`src/rtl/serial_pkg.sv`:
```
// Shared types and constants for the serial word transmitter.
//   tx_state_t           : transmitter FSM state encoding
//   SERIAL_WIDTH_DEFAULT : default data bits per word
package serial_pkg;

    localparam int SERIAL_WIDTH_DEFAULT = 8;

    typedef enum logic [1:0] {
        IDLE   = 2'd0,
        SHIFT  = 2'd1,
        PARITY = 2'd2
    } tx_state_t;

endpackage

```
`src/rtl/tx_bit_counter.sv`:
```
// Bit position counter for serial_word_tx.
// Up-counter with synchronous clear (priority) and enable.
//   clock, reset_L : clock, async active-low reset
//   clear          : zero the count on the next edge
//   enable         : increment on the next edge
//   count          : current bit position
//   is_last        : count is at the final data bit (WIDTH-1)
module tx_bit_counter
    import serial_pkg::*;
#(
    parameter int WIDTH = SERIAL_WIDTH_DEFAULT,
    parameter int CW    = $clog2(WIDTH)
) (
    input  logic          clock,
    input  logic          reset_L,
    input  logic          clear,
    input  logic          enable,
    output logic [CW-1:0] count,
    output logic          is_last
);

    assign is_last = (count == CW'(WIDTH - 1));

    always_ff @(posedge clock or negedge reset_L) begin
        if (!reset_L) begin
            count <= '0;
        end else if (clear) begin
            count <= '0;
        end else if (enable) begin
            count <= count + CW'(1);
        end
    end

endmodule

```
`src/rtl/serial_word_tx.sv`:
```
// Parallel-to-serial word transmitter, LSB first, with framing strobes.
//   clock, reset_L : clock, async active-low reset
//   data_in        : word to send, sampled on an accepted load
//   load / ready   : load handshake, accepted when both high at a posedge
//   bit_out        : serial data bit
//   frame          : bit_out carries a frame bit
//   first_bit      : bit_out carries data bit 0
//   last_bit       : bit_out carries the final frame bit
// Build option: define SERIAL_TX_PARITY_EN to append an even parity bit.
//
// state  | meaning
// IDLE   | no frame in flight, waiting for load
// SHIFT  | data bits on bit_out, one per clock
// PARITY | even parity bit on bit_out (parity builds only)
module serial_word_tx
    import serial_pkg::*;
#(
    parameter int WIDTH = SERIAL_WIDTH_DEFAULT
) (
    input  logic             clock,
    input  logic             reset_L,
    input  logic [WIDTH-1:0] data_in,
    input  logic             load,
    output logic             ready,
    output logic             bit_out,
    output logic             frame,
    output logic             first_bit,
    output logic             last_bit
);

    localparam int CW = $clog2(WIDTH);

    tx_state_t        state;
    tx_state_t        next_state;
    logic [WIDTH-1:0] shreg;
    logic [CW-1:0]    count;
    logic             is_last;
    logic             accept;
    logic             cnt_clear;
    logic             cnt_en;
`ifdef SERIAL_TX_PARITY_EN
    logic             parity_q;
`endif

    // ready depends only on state/count, so there is no path from load.
`ifdef SERIAL_TX_PARITY_EN
    assign ready = (state == IDLE) || (state == PARITY);
`else
    assign ready = (state == IDLE) || ((state == SHIFT) && is_last);
`endif

    assign accept = load && ready;

    // Clearing at the last data bit keeps the counter from wrapping.
    assign cnt_clear = accept || ((state == SHIFT) && is_last);
    assign cnt_en    = (state == SHIFT);

    tx_bit_counter #(
        .WIDTH (WIDTH),
        .CW    (CW)
    ) u_counter (
        .clock   (clock),
        .reset_L (reset_L),
        .clear   (cnt_clear),
        .enable  (cnt_en),
        .count   (count),
        .is_last (is_last)
    );

    always_ff @(posedge clock or negedge reset_L) begin
        if (!reset_L) begin
            state <= IDLE;
        end else begin
            state <= next_state;
        end
    end

    always_ff @(posedge clock or negedge reset_L) begin
        if (!reset_L) begin
            shreg <= '0;
        end else if (accept) begin
            shreg <= data_in;
        end else if (state == SHIFT) begin
            shreg <= shreg >> 1;
        end
    end

`ifdef SERIAL_TX_PARITY_EN
    // Parity of the whole word is captured up front, not accumulated.
    always_ff @(posedge clock or negedge reset_L) begin
        if (!reset_L) begin
            parity_q <= 1'b0;
        end else if (accept) begin
            parity_q <= ^data_in;
        end
    end
`endif

    always_comb begin
        next_state = state;
        bit_out    = 1'b0;
        frame      = 1'b0;
        first_bit  = 1'b0;
        last_bit   = 1'b0;
        case (state)
            IDLE: begin
                if (accept) next_state = SHIFT;
            end
            SHIFT: begin
                bit_out   = shreg[0];
                frame     = 1'b1;
                first_bit = (count == '0);
                if (is_last) begin
`ifdef SERIAL_TX_PARITY_EN
                    next_state = PARITY;
`else
                    last_bit   = 1'b1;
                    next_state = accept ? SHIFT : IDLE;
`endif
                end
            end
`ifdef SERIAL_TX_PARITY_EN
            PARITY: begin
                bit_out    = parity_q;
                frame      = 1'b1;
                last_bit   = 1'b1;
                next_state = accept ? SHIFT : IDLE;
            end
`endif
            default: next_state = IDLE;
        endcase
    end

endmodule

```
`config.mk`:
```
export PLATFORM = sky130hd
export DESIGN_NAME = serial_word_tx
export DESIGN_NICKNAME = d
export VERILOG_FILES = /design/src/rtl/serial_pkg.sv /design/src/rtl/tx_bit_counter.sv /design/src/rtl/serial_word_tx.sv
export SDC_FILE = /design/constraint.sdc
export NUM_CORES = 1
export LEC_CHECK = 0
export ABC_AREA = 1
export ABC_CLOCK_PERIOD_IN_PS = 1800
export CORE_AREA = 2 2 39 41
export DETAILED_ROUTE_END_ITERATION = 12
export DIE_AREA = 0 0 41 43
export DONT_BUFFER_PORTS = 1
export PLACE_DENSITY = 0.65
export SYNTH_ARGS = -nofsm -noshare
export SYNTH_HDL_FRONTEND = slang
export SYNTH_SLANG_ARGS = --single-unit
```
`constraint.sdc`:
```
create_clock -name clock -period 1.8 [get_ports clock]
set_input_delay 0.54 -clock clock [delete_from_list [all_inputs] [get_ports clock]]
set_output_delay 0.54 -clock clock [all_outputs]
set_load 0.02 [all_outputs]
```
Word-level counts from Yosys, hierarchy flattened
Cells that the tools add are included.
{ "op_classes": {"reduce_logical": 9, "addsub": 1, "n_mux": 13, "n_eq_ne": 4} }
{ "ops": {"columns": ["op", "n"], "rows": [
  ["two-way mux 8 bit", 2],
  ["two-way mux 1 bit", 6],
  ["two-way mux 3 bit", 2],
  ["two-way mux 2 bit", 2],
  ["inequality test 2 bit (second input constant)", 2],
  ["case mux 2 bit (2 select lines)", 1],
  ["nonzero test 2 bit", 2],
  ["adder 3 x 1 -> 3 bit (second input constant)", 1],
  ["== test 3 bit (second input constant)", 1],
  ["logical NOT 3 bit", 1],
  ["== test 2 x 1 -> 1 bit (second input constant)", 1],
  ["logical AND 1 bit", 2],
  ["logical NOT 2 bit", 1],
  ["logical OR 1 bit", 2],
  ["AND reduction 2 bit", 1]
]} }
{ "totals": {"ff_bits": 13, "out_inout_bits": 5} }

Depth between registers and ports, before layout
{ "logic_depth": {"depth_word": 7, "mapped_depth": 7} }

Cells and area by module
Synthesis repeated with hierarchy kept, for this count alone.
{ "unflattened": {"cells_unflattened": 88, "area_unflattened_um2": 675.6} }
{ "modules_own_cells": {"columns": ["mod", "area_per_inst_um2", "n_inst", "seq_area_each_um2", "cells_each"], "rows": [
  ["serial_word_tx", 524.3, 1, 225.2, 71],
  ["tx_bit_counter", 151.4, 1, 75.1, 17]
]} }

Least setup slack after synthesis
No wires, ideal clock.
{ "synth_path": {"path_type": "register to output", "startpoint": "reg u_counter.count[0]", "endpoint": "out ready", "arrival_ps": 1080, "stages_incl_launch_ff": 6, "path_buffers": 1, "setup_slack_ps": 180, "path_cell_list": "dfrtp_1 ha_1 ha_1 inv_1 nand2_2 buf_6"} }
{ "synth_via": {"elab_chain_cells": 3} }
{ "synth_rtl": {"columns": ["item", "line", "source"], "rows": [
  ["start, declared", "tx_bit_counter.sv:18", "output logic [CW-1:0] count,"],
  ["start signal, assigned", "tx_bit_counter.sv:30", "count <= count + CW'(1);"],
  ["== test 3 bit", "tx_bit_counter.sv:22", "assign is_last = (count == CW'(WIDTH - 1));"],
  ["logical AND 1 bit", "serial_word_tx.sv:49", "assign ready = (state == IDLE) || ((state == SHIFT) && is_last);"],
  ["logical OR 1 bit", "serial_word_tx.sv:49", null],
  ["end, declared", "serial_word_tx.sv:24", "output logic ready,"]
]} }
No other way between the ends.

Worst setup path after layout
{ "layout_path": {"startpoint": "reg u_counter.count[0]", "endpoint": "out first_bit"} }
{ "layout_via": {"elab_chain_cells": 2} }
{ "layout_rtl": {"columns": ["item", "line", "source"], "rows": [
  ["logical NOT 3 bit", "serial_word_tx.sv:112", "first_bit = (count == '0);"],
  ["two-way mux 1 bit", "serial_word_tx.sv:105", "case (state)"],
  ["end, declared", "serial_word_tx.sv:27", "output logic first_bit,"]
]} }
No other way between the ends.

==> impl_metrics.env <==
export IMPL_clk_pin_slew_ns=0.07
export IMPL_syn_to_final_growth_pct=11.23
export IMPL_r2r_end="shreg[5]"
export IMPL_holdPathEnd="shreg[7]"
export IMPL_dpl_cell_area_um2=676.9
export IMPL_core_um2=1384
export IMPL_antenna_left=0
export IMPL_cts_tree="done"
export IMPL_critPathArrivalTime_ns=1.25
export IMPL_num_rows=14
export IMPL_die_w_um=41
export IMPL_numCtsBuffers=3
export IMPL_fp_dieArea_um2=1763
export IMPL_crit_type="reg2out"
export IMPL_synth_edf_count=0
export IMPL_power_leakage_uw=0.0004048
export IMPL_irDropWorstVdd_mv=0.7057
export IMPL_worstSetupStartpointType="flop"
export IMPL_postRouteWirelength_mm=1.248
export IMPL_root_buffer="clkbuf_4"
export IMPL_grt_ovfl_total=0
export IMPL_ys_types=14
export IMPL_slew_headroom_pct=61.42
export IMPL_port_buffers=0
export IMPL_nNetsFinal=107
export IMPL_gp_congestion=0.7322
export IMPL_ctsLongestPathBuffers=2
export IMPL_fin_cells=108
export IMPL_required_ns=1.26
export IMPL_routedWlPerCell_um=11.56
export IMPL_ys_flop_type="dfrtp_1"
export IMPL_worst_setup_path_end_kind="output pin"
export IMPL_vias=520
export IMPL_drive_gt1_share_pct=22.83
export IMPL_grtUsageTotal_pct=18.65
export IMPL_hold_viol=0
export IMPL_worstSkewPairLatency_ns=0.27
export IMPL_initial_core_util_pct=49.91
export IMPL_power_density_nw_per_um2=1714
export IMPL_worst_r2r_setup_slack_ns=0.36
export IMPL_drc=0
export IMPL_viasPerCell=4.815
export IMPL_ys_warn_count=0
export IMPL_ios=16
export IMPL_drt_iter0_drc=1
export IMPL_syn_area_per_cell_um2=8.222
export IMPL_ys_seq_elements=12
export IMPL_hpwl_um=809.5
export IMPL_status="finished clean"
export IMPL_drv_cap=0
export IMPL_finalCoreUtilization_pct=55.52
export IMPL_period_share_pct=99.57
export IMPL_rsz0062_at_grt="yes"
export IMPL_hp_class="in2reg"
export IMPL_grt_max_degree=18
export IMPL_htreeDepth=1
export IMPL_ys_async_sr_fraction_pct=100.0
export IMPL_hold_start="load"
export IMPL_insertedDiodeCount=0
export IMPL_clkSinkCount=12
export IMPL_finalMaxSlewViolations=0
export IMPL_synthesis_area_um2=690.7
export IMPL_setup_viol=0
export IMPL_syn_inst=84
export IMPL_grt_antenna_before_repair=0
export IMPL_final_cell_mix="nand2_1, nand3_1, inv_1, dfrtp_1, nor2_1"
export IMPL_final_common_cell="nand2_1"
export IMPL_period_minus_slack_ns=1.792
export IMPL_worst_hold_path_num_cells=2
export IMPL_place_inst=98
export IMPL_max_freq_mhz=558.0
export IMPL_grt_pass1_wl_mm=2.166
export IMPL_fillers=138
export IMPL_tightest_slew_ns=0.5768
export IMPL_firstDrtPassIters=4
export IMPL_yosysSeqAreaShare_pct=43.48
export IMPL_fin_skew_ns=0.004715
export IMPL_grt_pass1_vias=510
export IMPL_ff2ff_path_depth=8
export IMPL_cp_max_fo=2
export IMPL_final_area_um2=768.2
export IMPL_r2r_start="u_counter.count[0]"
export IMPL_die_h_um=43
export IMPL_syn_nets=98
## per-layer routing
layer,wire [um],part of all wire [%],vias up,GRT usage [%]
met5,0,0,-,0
li1,-,-,276,-
met1,578,46,228,24.74
met2,604,48,14,26.88
met4,9,0.72,0,10.00
met3,56,4.5,2,4.712
## how the worst max path moves through the flow
stage,slack [ns],cells after the start,start,to
floorplan,0.18,5,u_counter.count[0],ready
global placement,0.17,4,u_counter.count[0],ready
detailed placement,0.14,4,u_counter.count[0],ready
CTS,0.005,6,u_counter.count[0],first_bit
global route,-0.07,6,u_counter.count[0],first_bit
finish,0.008,6,u_counter.count[0],first_bit
## cell type report
cell class | instances | area (um^2) | share of cell area, %
multi-input combinational | 56 | 306.5 | 39.90
clock buffer | 4 | 36.28 | 4.723
tap | 16 | 20.02 | 2.606
sequential | 12 | 301.5 | 39.25
timing repair buffer | 7 | 55.05 | 7.166
inverter | 13 | 48.80 | 6.352
## power by group
group | internal (uW) | switching, uW | leakage, uW
clock | 123 | 87.3 | 0.0000210
sequential | 393 | 106 | 0.000151
combinational | 244 | 363 | 0.000233
## flip-flops by register name (all words and copies together), names as in the netlist
signal / cells
state: 1
shreg: 8
u_counter.count: 3
## logic make-up after synthesis
| group | share of synthesized area (%) |
|---|---|
| buffers and inverters | 14.13 |
| flip-flops | 43.48 |
| AO/OA/AOI/OAI | 2.718 |
| AND/OR/NAND/NOR | 34.24 |
| adder cells (fa/ha/maj) | 5.435 |
## cell usage after synthesis (2+ instances only)
cell / instances / share of area [%]
inv_1: 13 / 7.1
dfrtp_1: 12 / 43
nand2_2: 3 / 2.7
buf_6: 3 / 4.9
o21ai_0: 2 / 1.4
nor2_1: 7 / 3.8
nand2_1: 20 / 11
ha_1: 3 / 5.4
nand3_1: 16 / 12
## critical path, cell delays in order (launching register included)
cell and delay, ns:
dfrtp_1 0.39, buf_4 0.14, inv_1 0.05, ha_1 0.13
nand2_1 0.05, nor2_1 0.09, buf_4 0.14
## per-stage QoR
stage	power (uW)	hold WS, ns	setup TNS, ns	worst slack (ns)
detailed placement	1030	0.2446	0	0.1397
CTS	1327	0.4261	0	0.005246
finish	1316	0.4278	0	0.007796
floorplan	984.4	0.2444	0	0.1805
global placement	1010	0.2446	0	0.1725
global route	1454	0.4256	-0.09279	-0.07271
## what timing repair did
action                                  CTS  global route
resized for setup                         3             1
hold buffers                              1             0
setup buffers                             3             1
endpoints found under the setup margin    2             3
cloned                                    1             0
hold endpoints to repair                 12             0
(Power assumes the default switching activity.)
